===== src/rtl/nw_vc_fc_in_if.sv =====
// Flit-arrival / dequeue / credit-return channel between a VC input buffer
// and its flow-control block. The credit side (credit_valid/credit) and the
// optional nearly_full stop/go vector flow back toward the upstream sender.
interface nw_vc_fc_in_if #(
    parameter int NUM_VCS = 4,
    parameter int VC_BITS = $clog2(NUM_VCS)
);
    logic               flit_valid;
    logic [NUM_VCS-1:0] flit_vc_id;
    logic [NUM_VCS-1:0] vc_deq;
    logic               credit_valid;
    logic [VC_BITS-1:0] credit;
    logic [NUM_VCS-1:0] nearly_full;

    modport master (
        output flit_valid, flit_vc_id, vc_deq,
        input  credit_valid, credit, nearly_full
    );

    modport slave (
        input  flit_valid, flit_vc_id, vc_deq,
        output credit_valid, credit, nearly_full
    );
endinterface


===== src/rtl/nw_vc_fc_in.sv =====
// Receiver-side virtual-channel flow control.
// Tracks per-VC buffer occupancy, accumulates pending credits from legal
// dequeues and returns them upstream one per cycle through a round-robin
// arbiter. Optional macro NEARLY_FULL_OUT_EN enables the registered per-VC
// nearly_full stop/go output; without it nearly_full is tied to 0.
module nw_vc_fc_in #(
    parameter int NUM_VCS   = 4,
    parameter int BUF_DEPTH = 4,
    parameter int VC_BITS   = $clog2(NUM_VCS),
    parameter int CNT_W     = $clog2(BUF_DEPTH + 1)
) (
    input  logic                           clk,
    input  logic                           rst_n,
    nw_vc_fc_in_if.slave                   fc_if,
    output logic [NUM_VCS-1:0][CNT_W-1:0]  o_vc_occupancy,
    output logic                           o_overflow_err,
    output logic                           o_underflow_err
);

    localparam logic [CNT_W-1:0]   CNT_MAX  = CNT_W'(BUF_DEPTH);
    localparam logic [CNT_W-1:0]   CNT_ONE  = CNT_W'(1);
    localparam logic [VC_BITS:0]   NVC_EXT  = (VC_BITS+1)'(NUM_VCS);
    localparam logic [VC_BITS-1:0] VC_LAST  = VC_BITS'(NUM_VCS - 1);

    logic [NUM_VCS-1:0][CNT_W-1:0] r_occ;
    logic [NUM_VCS-1:0][CNT_W-1:0] r_pend;
    logic [VC_BITS-1:0]            r_ptr;
    logic                          r_credit_valid;
    logic [VC_BITS-1:0]            r_credit;
    logic                          r_ovf;
    logic                          r_unf;

    logic [NUM_VCS-1:0]            w_inc;
    logic [NUM_VCS-1:0]            w_dec;
    logic [NUM_VCS-1:0]            w_ovf;
    logic [NUM_VCS-1:0]            w_unf;
    logic [NUM_VCS-1:0]            w_crd_in;
    logic [NUM_VCS-1:0][CNT_W-1:0] w_occ_nxt;
    logic [NUM_VCS-1:0][CNT_W-1:0] w_pend_nxt;
    logic                          w_gnt_valid;
    logic [VC_BITS-1:0]            w_gnt_idx;
    logic [NUM_VCS-1:0]            w_gnt_oh;
    logic [VC_BITS:0]              w_idx;
    logic [VC_BITS-1:0]            w_ptr_nxt;

    assign w_inc = {NUM_VCS{fc_if.flit_valid}} & fc_if.flit_vc_id;
    assign w_dec = fc_if.vc_deq;

    // Round-robin pick among VCs with registered pending credits, starting at r_ptr
    always_comb begin
        w_gnt_valid = 1'b0;
        w_gnt_idx   = '0;
        w_gnt_oh    = '0;
        w_idx       = '0;
        for (int k = 0; k < NUM_VCS; k++) begin
            w_idx = {1'b0, r_ptr} + (VC_BITS+1)'(k);
            if (w_idx >= NVC_EXT) begin
                w_idx = w_idx - NVC_EXT;
            end
            if (!w_gnt_valid && (r_pend[w_idx[VC_BITS-1:0]] != '0)) begin
                w_gnt_valid                  = 1'b1;
                w_gnt_idx                    = w_idx[VC_BITS-1:0];
                w_gnt_oh[w_idx[VC_BITS-1:0]] = 1'b1;
            end
        end
        w_ptr_nxt = r_ptr;
        if (w_gnt_valid) begin
            w_ptr_nxt = (w_gnt_idx == VC_LAST) ? '0 : w_gnt_idx + VC_BITS'(1);
        end
    end

    // Per-VC occupancy and pending-credit next state with error detection
    always_comb begin
        w_ovf      = '0;
        w_unf      = '0;
        w_crd_in   = '0;
        w_occ_nxt  = r_occ;
        w_pend_nxt = r_pend;
        for (int i = 0; i < NUM_VCS; i++) begin
            // A flit and a dequeue on the same VC cancel, even at full/empty.
            w_ovf[i]    = w_inc[i] & ~w_dec[i] & (r_occ[i] == CNT_MAX);
            w_unf[i]    = w_dec[i] & ~w_inc[i] & (r_occ[i] == '0);
            w_crd_in[i] = w_dec[i] & ~w_unf[i];
            if (w_inc[i] & ~w_dec[i] & ~w_ovf[i]) begin
                w_occ_nxt[i] = r_occ[i] + CNT_ONE;
            end else if (w_dec[i] & ~w_inc[i] & ~w_unf[i]) begin
                w_occ_nxt[i] = r_occ[i] - CNT_ONE;
            end
            if (w_crd_in[i] & ~w_gnt_oh[i]) begin
                if (r_pend[i] != CNT_MAX) begin
                    w_pend_nxt[i] = r_pend[i] + CNT_ONE;
                end
            end else if (~w_crd_in[i] & w_gnt_oh[i]) begin
                w_pend_nxt[i] = r_pend[i] - CNT_ONE;
            end
        end
    end

    // Counter and arbiter-pointer state
    always_ff @(posedge clk) begin
        if (!rst_n) begin
            r_occ  <= '0;
            r_pend <= '0;
            r_ptr  <= '0;
        end else begin
            r_occ  <= w_occ_nxt;
            r_pend <= w_pend_nxt;
            r_ptr  <= w_ptr_nxt;
        end
    end

    // Registered credit return; credit index holds when no credit is sent
    always_ff @(posedge clk) begin
        if (!rst_n) begin
            r_credit_valid <= 1'b0;
            r_credit       <= '0;
        end else begin
            r_credit_valid <= w_gnt_valid;
            if (w_gnt_valid) begin
                r_credit <= w_gnt_idx;
            end
        end
    end

    // Sticky error flags, cleared only by reset
    always_ff @(posedge clk) begin
        if (!rst_n) begin
            r_ovf <= 1'b0;
            r_unf <= 1'b0;
        end else begin
            r_ovf <= r_ovf | (|w_ovf);
            r_unf <= r_unf | (|w_unf);
        end
    end

`ifdef NEARLY_FULL_OUT_EN
    localparam logic [CNT_W-1:0] NF_THR = CNT_W'(BUF_DEPTH - 1);
    logic [NUM_VCS-1:0] r_nf;

    // Stop/go: assert once the next occupancy leaves at most one free slot
    always_ff @(posedge clk) begin
        if (!rst_n) begin
            r_nf <= '0;
        end else begin
            for (int i = 0; i < NUM_VCS; i++) begin
                r_nf[i] <= (w_occ_nxt[i] >= NF_THR);
            end
        end
    end

    assign fc_if.nearly_full = r_nf;
`else
    assign fc_if.nearly_full = '0;
`endif

    assign fc_if.credit_valid = r_credit_valid;
    assign fc_if.credit       = r_credit;
    assign o_vc_occupancy     = r_occ;
    assign o_overflow_err     = r_ovf;
    assign o_underflow_err    = r_unf;

endmodule


===== src/flat_wrapper.sv =====
// flat-port wrapper written by rule: the top's interface ports become plain ports
module nw_vc_fc_in_flat 
#(
    parameter int NUM_VCS   = 4,
    parameter int BUF_DEPTH = 4,
    parameter int VC_BITS   = $clog2(NUM_VCS),
    parameter int CNT_W     = $clog2(BUF_DEPTH + 1)
)
  (clk, rst_n, o_vc_occupancy, o_overflow_err, o_underflow_err, fc_if_flit_valid, fc_if_flit_vc_id, fc_if_vc_deq, fc_if_credit_valid, fc_if_credit, fc_if_nearly_full);
  nw_vc_fc_in_if #(.NUM_VCS(NUM_VCS), .VC_BITS(VC_BITS)) fc_if_i ();
  input  logic clk;
  input  logic rst_n;
  output logic [NUM_VCS-1:0][CNT_W-1:0] o_vc_occupancy;
  output logic o_overflow_err;
  output logic o_underflow_err;
  input wire logic [$bits(fc_if_i.flit_valid)-1:0] fc_if_flit_valid;
  input wire logic [$bits(fc_if_i.flit_vc_id)-1:0] fc_if_flit_vc_id;
  input wire logic [$bits(fc_if_i.vc_deq)-1:0] fc_if_vc_deq;
  output wire logic [$bits(fc_if_i.credit_valid)-1:0] fc_if_credit_valid;
  output wire logic [$bits(fc_if_i.credit)-1:0] fc_if_credit;
  output wire logic [$bits(fc_if_i.nearly_full)-1:0] fc_if_nearly_full;
  assign fc_if_i.flit_valid = fc_if_flit_valid;
  assign fc_if_i.flit_vc_id = fc_if_flit_vc_id;
  assign fc_if_i.vc_deq = fc_if_vc_deq;
  assign fc_if_credit_valid = fc_if_i.credit_valid;
  assign fc_if_credit = fc_if_i.credit;
  assign fc_if_nearly_full = fc_if_i.nearly_full;
  nw_vc_fc_in #(.NUM_VCS(NUM_VCS), .BUF_DEPTH(BUF_DEPTH), .VC_BITS(VC_BITS), .CNT_W(CNT_W)) u_core (.clk(clk), .rst_n(rst_n), .fc_if(fc_if_i), .o_vc_occupancy(o_vc_occupancy), .o_overflow_err(o_overflow_err), .o_underflow_err(o_underflow_err));
endmodule

===== config.mk =====
export PLATFORM = sky130hd
export DESIGN_NAME = nw_vc_fc_in_flat
export DESIGN_NICKNAME = d
export VERILOG_FILES = /design/src/rtl/nw_vc_fc_in_if.sv /design/src/rtl/nw_vc_fc_in.sv /design/src/flat_wrapper.sv
export SDC_FILE = /design/constraint.sdc
export NUM_CORES = 1
export LEC_CHECK = 0
export CAP_MARGIN = 20
export CORE_UTILIZATION = 55
export DETAILED_ROUTE_END_ITERATION = 8
export MAX_ROUTING_LAYER = met4
export PLACE_DENSITY = 0.79
export SETUP_SLACK_MARGIN = 0.02
export SYNTH_ARGS = -nofsm -noshare
export SYNTH_HDL_FRONTEND = slang
export SYNTH_SLANG_ARGS = --single-unit

===== constraint.sdc =====
create_clock -name clk -period 7.1 [get_ports clk]
set_input_delay 1.42 -clock clk [delete_from_list [all_inputs] [get_ports clk]]
set_output_delay 1.42 -clock clk [all_outputs]
set_load 0.02 [all_outputs]

### Yosys cells after proc, flatten, opt, wreduce, memory -nomap -nowiden

Index checks and enable logic that the tools add are counted.

* memory bits (read-only): 0
* RAM bits: 0
* word-level logic and storage cells: 213
* register bits: 31
* memories: 0
* latch bits: 0
* output and inout bits: 21
* input bits: 11

* mux-type cells: 53
* shift operators: 0
* add/sub/neg operators: 24
* bitwise gates (word level): 66
* divide/modulo/power cells: 0
* reductions and logical operators: 32
* multipliers: 0
* eq/ne operators: 13
* order comparisons: 12

Operators by type and width (number)
* 3-bit 2-to-1 mux: 24
* 1-bit bitwise AND: 36
* 3-bit by 1-bit adder with 3-bit output, second input constant: 8
* 3-bit binary-select mux with 2-bit select: 4
* 1-bit inverter: 24
* 3-bit by 1-bit subtractor with 3-bit output, second input constant: 8
* 2-bit 2-to-1 mux: 9
* 4-bit 2-to-1 mux: 4
* 2-bit nonzero test: 8
* 3-bit equality test, second input constant: 4
* 3-bit zero test: 4
* 2-bit by 3-bit < comparator with 1-bit output, second input constant: 4
* 3-bit != test, second input constant: 4
* 4-bit OR: 3
* 3-bit nonzero test: 4
* 3-bit >= comparator, second input constant: 3
* 1-bit demux with 2-bit select: 4
* 2-bit by 1-bit >= comparator with 1-bit output, second input constant: 4
* 1-bit 2-to-1 mux: 8
* 2-bit != test, second input constant: 4
* 2-bit AND reduction: 4
* 4-bit OR reduction: 2
* 2-bit by 1-bit subtractor with 2-bit output, second input constant: 4
* 1-bit logical AND: 7
* other kinds (8): 12

### Longest topological paths before layout

Gate-level depths: netlist (run 1).

* depth in word-level cells: 19
* mapped depth: 15
* depth with buffers taken out: 13

### Worst setup path after synthesis (run 1)

No wires, ideal clock.

* path type: reg2reg
* start point: reg u_core.r_ptr[1]
* end point: reg u_core.r_pend[5] (netlist name)
* setup time: 112 ps
* stages on the path, launching flop included: 13
* setup slack: 3493 ps
* data required time: 6988 ps
* clock period less this slack: 3607 ps
* data arrival time: 3494 ps
* buffers on the path: 1
* cell sequence: dfxtp_1 clkbuf_1 inv_1 ha_1 or4b_1 o2111a_1 a31o_2 a222oi_1 nand2_1 fa_1 a221oi_1 a311oi_1 a2111oi_1

* longest elaborated chain between the ends: 19
* elaborated cells between the ends (all ways): 70
* classes of those cells: 7 x add/sub; 12 x order compare; 1 x eq/ne; 28 x mux; 6 x bitwise; 16 x reduce/logical

RTL lines
* start: declaration: RTL line nw_vc_fc_in.sv:27 `logic [VC_BITS-1:0] r_ptr;`
* start signal: assignment: RTL line nw_vc_fc_in.sv:108 `r_ptr <= w_ptr_nxt;`
* branches (longest 14 deep; another with 2-bit by 1-bit adder with 3-bit output)
* 4-bit 2-to-1 mux *: RTL line nw_vc_fc_in.sv:60 `if (!w_gnt_valid && (r_pend[w_idx[VC_BITS-1:0]] != '0)) begin`
* 1-bit inverter: RTL line nw_vc_fc_in.sv:89 `if (w_crd_in[i] & ~w_gnt_oh[i]) begin`
* 1-bit bitwise AND: RTL line nw_vc_fc_in.sv:89
* 2-bit != test (no source line) / 2-bit nonzero test (equally long branches)
* 2-bit AND reduction (no source line)
* end signal: assignment: RTL line nw_vc_fc_in.sv:107 `r_pend <= w_pend_nxt;`
* end: declaration: RTL line nw_vc_fc_in.sv:26 `logic [NUM_VCS-1:0][CNT_W-1:0] r_pend;`

Mark *: on every way between the ends. The select of a mux whose other input is x is not followed.
A chain may end at the register's enable or synchronous reset.

### Worst setup path in the final report (run 1)

* start point: reg u_core.r_ptr[0]
* end point: reg u_core.r_pend[5] (netlist name)

Same word-level chain as after synthesis.

==> impl_metrics.tcl, run 1 <==
set metrics [dict create \
    grt_antenna_before_repair 0 \
    crit_slowest_cell "dfxtp_1" \
    synth_area_leader_cell "dfxtp_1" \
    critPathMaxStageDelay_ns 0.69 \
    first_pass_iters 7 \
    die_y_um 69.0 \
    post-route-period-util 0.622 \
    r2r-start "u_core.r_ptr[0]" \
    first_iter_violations 184 \
    postCtsSetupBuffers 0 \
    hold_violations 0 \
    postCtsResizedCells 0 \
    grt_max_degree 26 \
    hold_start "u_core.fc_if.credit[1]" \
    vias 2398 \
    p_sw_frac 0.485 \
    diodes 0 \
    wire_per_inst_um 15.1 \
    p_clk_frac 0.110 \
    ys_ff_latch 31 \
    die-area_um2 4770 \
    critPathCapture "u_core.r_pend[5]" \
    crit_fanout 17 \
    grt_pass1_vias 2121 \
    drive_gt1_frac 0.0542 \
    worstMarginPinSlew_ns 0.854 \
    drc 0 \
    start_util 0.572 \
    grt_usage 0.255 \
    async_flop_share 0 \
    setup.worst_path.class "flip-flop to flip-flop" \
    placed_cell_area_um2 2730 \
    reg2reg_depth 11 \
    clk_latency_ns 0.28 \
    relSlewSlack 0.431 \
    status "finished, final reports clean" \
    switchingPower_w 0.000691 \
    fin_area_um2 2830 \
    worstPathBufferInverterCount 1 \
    ctsHoldBuffers 0 \
    crit_required_ns 7.26 \
    utilization 0.653 \
    irDropWorstVdd_uv 226 \
    layout_common_cells "nand2_1, dfxtp_1, nor2_1" \
    place_congestion 0.944 \
    cp.arrival_ns 4.57 \
    r2r_slack_ns 2.69 \
    clockRootBuffer "clkbuf_8" \
    synth_cell_types 59 \
    hp-class "flip-flop to flip-flop" \
    cts_tree "built" \
    drt_wl_total_um 5780 \
    p_total_w 0.00142 \
    grt_first_pass_wirelength_um 9720 \
    path_clk_slew_ns 0.07 \
    synth-seq-area-share 0.251 \
    grt.overflow.total 0 \
    worst_slack_ns 2.69 \
    leakagePower_nw 1.03 \
    io-pin-count 32 \
    crit_chain "inv_1, ha_1, or4b_1, o2111a_1, a31o_2, a222oi_1, nand2_1, fa_1, a221oi_1, a311oi_1, a2111oi_1" \
    path_delay_family "compound AO/OA/AOI/OAI gates" \
    startpoint_type "flip-flop" \
    htree_levels 2 \
    numCtsBuffers 5 \
    place_ws_ns 2.77 \
    netlist_area_um2 2470 \
    ant_nets 0 \
    critical_path.endpoint_type "flip-flop" \
    fin_setup_tns_ns 0 \
    coreArea_um2 4320 \
    r2r_end "u_core.r_pend[5]" \
    synth_area_leaders "dfxtp_1, nand2_1, fa_1" \
    yosysWarnings 0 \
    synth_top_area_share 0.251 \
    synth_cells 310 \
    cp.depth 11 \
    ys.flop_type "dfxtp_1" \
    die_w_um 69.0 \
    grt_setup_unrepaired "false" \
    internal_power_w 0.000733 \
    drv_slew 0 \
    max_freq_ghz 0.227 \
    pwr_density_cell_nw_per_um2 504 \
    placementRows 24 \
    numClockSinks 31 \
    cp-startpoint "u_core.r_ptr[0]" \
    area_delta_synth_final_pct 14.3 \
    port_buffers 27 \
    comb_power_share 0.645 \
    min_period_ns 4.41 \
    clockBufferDepth 2 \
    final_common_cell "nand2_1" \
    synth_edf_count 0 \
    hpwl_um 4240 \
    p_seq_frac 0.245 \
    setup_violations 0 \
    num-fill-cells 363 \
    drv_cap 0 \
    nets 359 \
    skew_ns 0.00404 \
    synth.avg_cell_area_um2 7.98 \
    vias_per_cell 6.24 \
]
synth_stat cells (5+ instances only):
cell type  number
fa_1            8
inv_1           8
nand4_1         5
xnor2_1         6
nor3_1         13
a21oi_1        12
nand2_1        45
dfxtp_1        31
mux2i_1        12
a211oi_1       10
nor2_1         29
nand3_1        11
nor4_1          6
o21ai_0        18
ha_1            9
clkbuf_1        7
cell type report:
| class | count | area, um^2 | share of cell area |
|---|---|---|---|
| tap | 52 | 65.1 | 0.0230 |
| timing repair buffer | 27 | 270 | 0.0957 |
| multi-input combinational | 258 | 1740 | 0.616 |
| inverter | 8 | 30.0 | 0.0106 |
| sequential | 31 | 621 | 0.220 |
| clock buffer | 8 | 100 | 0.0354 |
cells by family after synthesis:
kind of cell	synth area share
buf+inv	0.0501
mux	0.0622
simple gates	0.284
fa+ha+maj	0.110
other cells	0.00152
compound gates	0.219
flops	0.251
xor+xnor	0.0213
routing by layer:
metal	vias up	GRT usage	part of all wire
met1	1118	0.336	0.45
met4	0	0.0839	0.021
met3	12	0.0556	0.065
met5	-	-	0
li1	1189	-	-
met2	79	0.389	0.46
registers in the layout, indices dropped and copies added, names as in the netlist:
name                       count
u_core.o_overflow_err          1
u_core.fc_if.credit            2
u_core.r_pend                 12
u_core.o_underflow_err         1
u_core.r_ptr                   2
u_core.o_vc_occupancy         12
u_core.fc_if.credit_valid      1
stage by stage:
step	hold slack [ns]	std cells
5_1_grt	0.529	384
4_1_cts	0.489	384
6_report	0.484	384
3_5_place_dp	0.480	376
2_1_floorplan	0.526	313
3_3_place_gp	0.470	376
tightest hold or removal path, stage by stage, from the launching register on:
cell and delay, ns:
dfxtp_1 0.32, a21oi_1 0.06, nor2_1 0.07
how the worst min path moves through the flow:
| stage | endpoint | depth (start not counted) |
|---|---|---|
| 6_report | u_core.fc_if.credit[1] | 2 |
| 3_3_place_gp | u_core.fc_if.credit[1] | 2 |
| 5_1_grt | u_core.fc_if.credit[1] | 2 |
| 2_1_floorplan | u_core.r_pend[11] | 1 |
| 3_5_place_dp | u_core.fc_if.credit[1] | 2 |
| 4_1_cts | u_core.fc_if.credit[1] | 2 |
power by group through the flow:
| stage | clock [W] | combinational [W] | sequential, W |
|---|---|---|---|
| after CTS | 0.000159 | 0.000911 | 0.000347 |
| after global routing | 0.000168 | 0.00102 | 0.000365 |
| after global placement | 0 | 0.000886 | 0.000349 |
| after detailed placement | 0 | 0.000902 | 0.000350 |
| after floorplan | 0 | 0.000711 | 0.000338 |
| final | 0.000156 | 0.000919 | 0.000349 |
Power figures use the tool's default switching activity.
==> run 2: changes to the inputs <==
CORE_UTILIZATION = 50   (was 55)
PLACE_DENSITY = 0.76   (was 0.79)
clock period = 3.8 ns   (was 7.1 ns; I/O delays follow)
==> run 2 against run 1 <==
Clock skew increased by 0.0048 ns. Setup slack lost 2.4 ns. Critical path depth increased by 2. Clock power grew 69%. Hold slack improved by 0.014 ns. Core utilization is 3.9 points lower. Maximum frequency rose by 26%. Die area grew 9.7%. Largest power group unchanged. Global-route usage is 2.1 points lower. First-iteration DRC count is 21% higher.
==> impl_metrics.tcl, run 2 (same netlist as run 1, synthesis figures left out) <==
set metrics [dict create \
    min_period_ns 3.50 \
    post-route-period-util 0.921 \
    clk_latency_ns 0.29 \
    setup_violations 0 \
    crit_required_ns 3.99 \
    port_buffers 27 \
    clockRootBuffer "clkbuf_8" \
    relSlewSlack 0.493 \
    path_clk_slew_ns 0.08 \
    placementRows 25 \
    drt_wl_total_um 5750 \
    vias 2405 \
    ant_nets 0 \
    hpwl_um 4250 \
    num-fill-cells 446 \
    drv_cap 0 \
    clockBufferDepth 2 \
    cts_tree "built" \
    grt_first_pass_wirelength_um 9340 \
    grt_pass1_vias 2058 \
    startpoint_type "flip-flop" \
    io-pin-count 32 \
    wire_per_inst_um 14.1 \
    numCtsBuffers 5 \
    drive_gt1_frac 0.0936 \
    numClockSinks 31 \
    worstMarginPinSlew_ns 0.760 \
    utilization 0.615 \
    die_w_um 72.3 \
    die_y_um 72.3 \
    coreArea_um2 4750 \
    hold_violations 0 \
    critical_path.endpoint_type "flip-flop" \
    irDropWorstVdd_uv 398 \
    final_common_cell "nand2_1" \
    setup.worst_path.class "flip-flop to flip-flop" \
    cp.arrival_ns 3.69 \
    drv_slew 0 \
    layout_common_cells "nand2_1, dfxtp_1, nor2_1" \
    hp-class "flip-flop to flip-flop" \
    grt_usage 0.234 \
    drc 0 \
    nets 369 \
    htree_levels 2 \
    fin_area_um2 2920 \
    start_util 0.520 \
    first_pass_iters 4 \
    first_iter_violations 222 \
    diodes 0 \
    pwr_density_cell_nw_per_um2 939 \
    leakagePower_nw 1.07 \
    placed_cell_area_um2 2810 \
    fin_setup_tns_ns 0 \
    skew_ns 0.00881 \
    die-area_um2 5230 \
    ctsHoldBuffers 0 \
    whs_ns 0.498 \
    area_delta_synth_final_pct 18.2 \
    crit_fanout 6 \
    grt.overflow.total 0 \
    grt_antenna_before_repair 0 \
    max_freq_ghz 0.286 \
    place_congestion 0.999 \
    status "finished, final reports clean" \
    vias_per_cell 5.88 \
    grt_max_degree 26 \
]
-- run 2: per-stage QoR --
step                setup slack, ns  total power, W  instances
floorplan                     0.193         0.00196        313
global placement              0.362         0.00239        400
detailed placement            0.297         0.00241        400
CTS                           0.271         0.00269        408
global route                -0.0148         0.00297        409
finish                        0.298         0.00274        409
-- run 2: layout make-up --
type | instances | area [um^2] | area share
Sequential cell | 31 | 621 | 0.212
Clock buffer | 5 | 68.8 | 0.0235
Inverter | 8 | 30.0 | 0.0103
Timing Repair Buffer | 37 | 345 | 0.118
Multi-Input combinational cell | 258 | 1750 | 0.600
Clock inverter | 3 | 20.0 | 0.00685
Tap cell | 67 | 83.8 | 0.0287
-- run 2: layer usage --
layer	vias to the layer above	global-route usage	routed length (um)
met5	-	-	0
met1	1119	0.298	2650
met3	7	0.0514	334
met2	72	0.364	2700
li1	1207	-	-
met4	0	0.0828	65
-- run 2: report_power, final --
part	switching, W	internal, W
combinational	0.00101	0.000847
clock	0.000137	0.000127
sequential	0.000178	0.000440
total	0.00133	0.00141
-- run 2: path summary, 6_finish.rpt --
path,startpoint,to,slack (ns),depth (start not counted)
worst max-delay path,u_core.r_ptr[1],u_core.r_pend[2],0.30,13
worst min-delay path,u_core.fc_if.credit[1],u_core.fc_if.credit[1],0.50,2
worst max register to register,u_core.r_ptr[1],u_core.r_pend[2],0.30,13
worst min register to register,u_core.fc_if.credit[1],u_core.fc_if.credit[1],0.50,2
-- run 2: worst max-delay path: stages (launching register included) --
cell and delay (ns):
dfxtp_1 0.33, inv_1 0.10, ha_1 0.38, or4b_1 0.48
o2111a_1 0.15, a31o_2 0.25, a221o_1 0.31, nor2_1 0.27
nand3_1 0.14, fa_1 0.43, inv_1 0.11, nor4_1 0.06
a211o_1 0.26, o2111a_1 0.13
-- run 2: repair_timing --
action,CTS,global route
gates resized for setup,0,3
buffers inserted,0,1
endpoints found under the setup margin,0,2
==> run 3: changes to the inputs <==
CORE_UTILIZATION = 40   (was 50)
DONT_BUFFER_PORTS = 1   (was unset)
GPL_TIMING_DRIVEN = 0   (was unset)
PLACE_DENSITY = unset   (was 0.76)
==> run 3 against run 2 <==
Clock power up 13%. First-iteration DRC count down 48%. Global-route usage down 3.3 points. Largest power group unchanged. Highest routed layer unchanged.
==> impl_metrics.tcl, run 3 (same netlist as run 1, synthesis figures left out) <==
set metrics [dict create \
    first_iter_violations 115 \
    io-pin-count 32 \
    grt_first_pass_wirelength_um 9740 \
    cts_tree "built" \
    drt_wl_total_um 6140 \
    vias 2366 \
    irDropWorstVdd_uv 425 \
    crit_chain "buf_6, inv_1, ha_1, or4b_4, o2111a_1, a31o_2, a221o_1, nor2_4, nand3_1, fa_2, inv_1, nor4_1, a211o_1, o2111a_1" \
    htree_levels 2 \
    hp-class "flip-flop to flip-flop" \
    grt_usage 0.200 \
    layout_common_cells "nand2_1, dfxtp_1, nor2_1" \
    diodes 0 \
    grt_max_degree 11 \
    setup_violations 0 \
    drv_slew 0 \
    wire_per_inst_um 15.3 \
    worstMarginPinSlew_ns 0.842 \
    placementRows 28 \
    fin_area_um2 2790 \
    die_w_um 80.6 \
    worst_slack_ns 0.193 \
    grt_setup_unrepaired "true" \
    port_buffers 0 \
    num-fill-cells 618 \
    crit_fanout 10 \
    relSlewSlack 0.434 \
    placed_cell_area_um2 2580 \
    pwr_density_cell_nw_per_um2 988 \
    area_delta_synth_final_pct 12.7 \
    crit_required_ns 3.98 \
    first_pass_iters 5 \
    clockRootBuffer "clkbuf_8" \
    post-route-period-util 0.949 \
    startpoint_type "flip-flop" \
    final_common_cell "nand2_1" \
    ctsHoldBuffers 0 \
    die-area_um2 6500 \
    critical_path.endpoint_type "flip-flop" \
    start_util 0.415 \
    skew_ns 0.00478 \
    whs_ns 0.582 \
    numCtsBuffers 5 \
    grt_antenna_before_repair 0 \
    drv_cap 0 \
    path_clk_slew_ns 0.07 \
    crit_slowest_cell "or4b_4" \
    vias_per_cell 5.90 \
    grt.overflow.total 0 \
    p_total_w 0.00275 \
    leakagePower_nw 1.03 \
    drive_gt1_frac 0.138 \
    clk_latency_ns 0.29 \
    nets 353 \
    place_ws_ns -0.617 \
    die_y_um 80.6 \
    hpwl_um 4540 \
    coreArea_um2 5960 \
    hold_violations 0 \
    drc 0 \
    place_congestion 0.909 \
    numClockSinks 31 \
    worstPathBufferInverterCount 3 \
    status "finished, final reports clean" \
    min_period_ns 3.61 \
    critPathMaxStageDelay_ns 0.49 \
    max_freq_ghz 0.277 \
    setup.worst_path.class "flip-flop to flip-flop" \
    path_delay_family "compound AO/OA/AOI/OAI gates" \
    grt_pass1_vias 2023 \
    clockBufferDepth 2 \
    cp.arrival_ns 3.79 \
    ant_nets 0 \
]
==> run 3: metrics by stage <==
stage / utilization / cells / TNS, ns
2_1_floorplan: - / 313 / 0
3_3_place_gp: 0.433 / 388 / -2.67
3_5_place_dp: 0.433 / 388 / -2.87
4_1_cts: 0.454 / 397 / 0
5_1_grt: 0.468 / 401 / 0
6_report: 0.468 / 401 / 0
==> run 3: path summary, 6_finish.rpt <==
check                                          to  cells after the start              start  slack, ns
worst min register to register  u_core.r_pend[10]                      2  u_core.r_pend[10]       0.58
worst max-delay path             u_core.r_pend[2]                     14    u_core.r_ptr[1]       0.19
worst min-delay path            u_core.r_pend[10]                      2  u_core.r_pend[10]       0.58
worst max register to register   u_core.r_pend[2]                     14    u_core.r_ptr[1]       0.19
==> run 3: where the power goes <==
| group | leakage [nW] | internal (W) | total [W] | switching (W) |
|---|---|---|---|---|
| clock | 0.0505 | 0.000165 | 0.000299 | 0.000134 |
| sequential | 0.257 | 0.000443 | 0.000673 | 0.000230 |
| combinational | 0.725 | 0.000800 | 0.00178 | 0.000982 |
| total | 1.03 | 0.00141 | 0.00275 | 0.00135 |
==> run 3: repair_timing <==
action                     in CTS  in global routing
setup buffers                   1                  4
setup endpoints to repair      10                  6
resized for setup               7                 13
pin swaps                       1                  5
==> run 3: final cells by class <==
cell class              count  area (um^2)  area share
multi-input cells         258         1790       0.644
flip-flops and latches     31          626       0.225
plain buffers              16          101      0.0364
clock buffers               7         96.3      0.0346
well taps                  75         93.8      0.0337
repair buffers              5         37.5      0.0135
inverters                   8         30.0      0.0108
clock inverters             1         7.51     0.00269
==> run 3: tightest hold or removal path: cells and delay by family, from the launching register on <==
family	cells	cell delay (ns)
flops	1	0.37
compound gates	2	0.16
==> run 3: routing by layer <==
metal  global-route usage  up-vias  part of all wire
met4               0.0768        0             0.016
met5                    -        -                 0
met1                0.259     1123              0.48
li1                     -     1174                 -
met3               0.0398        7             0.044
met2                0.306       62              0.46
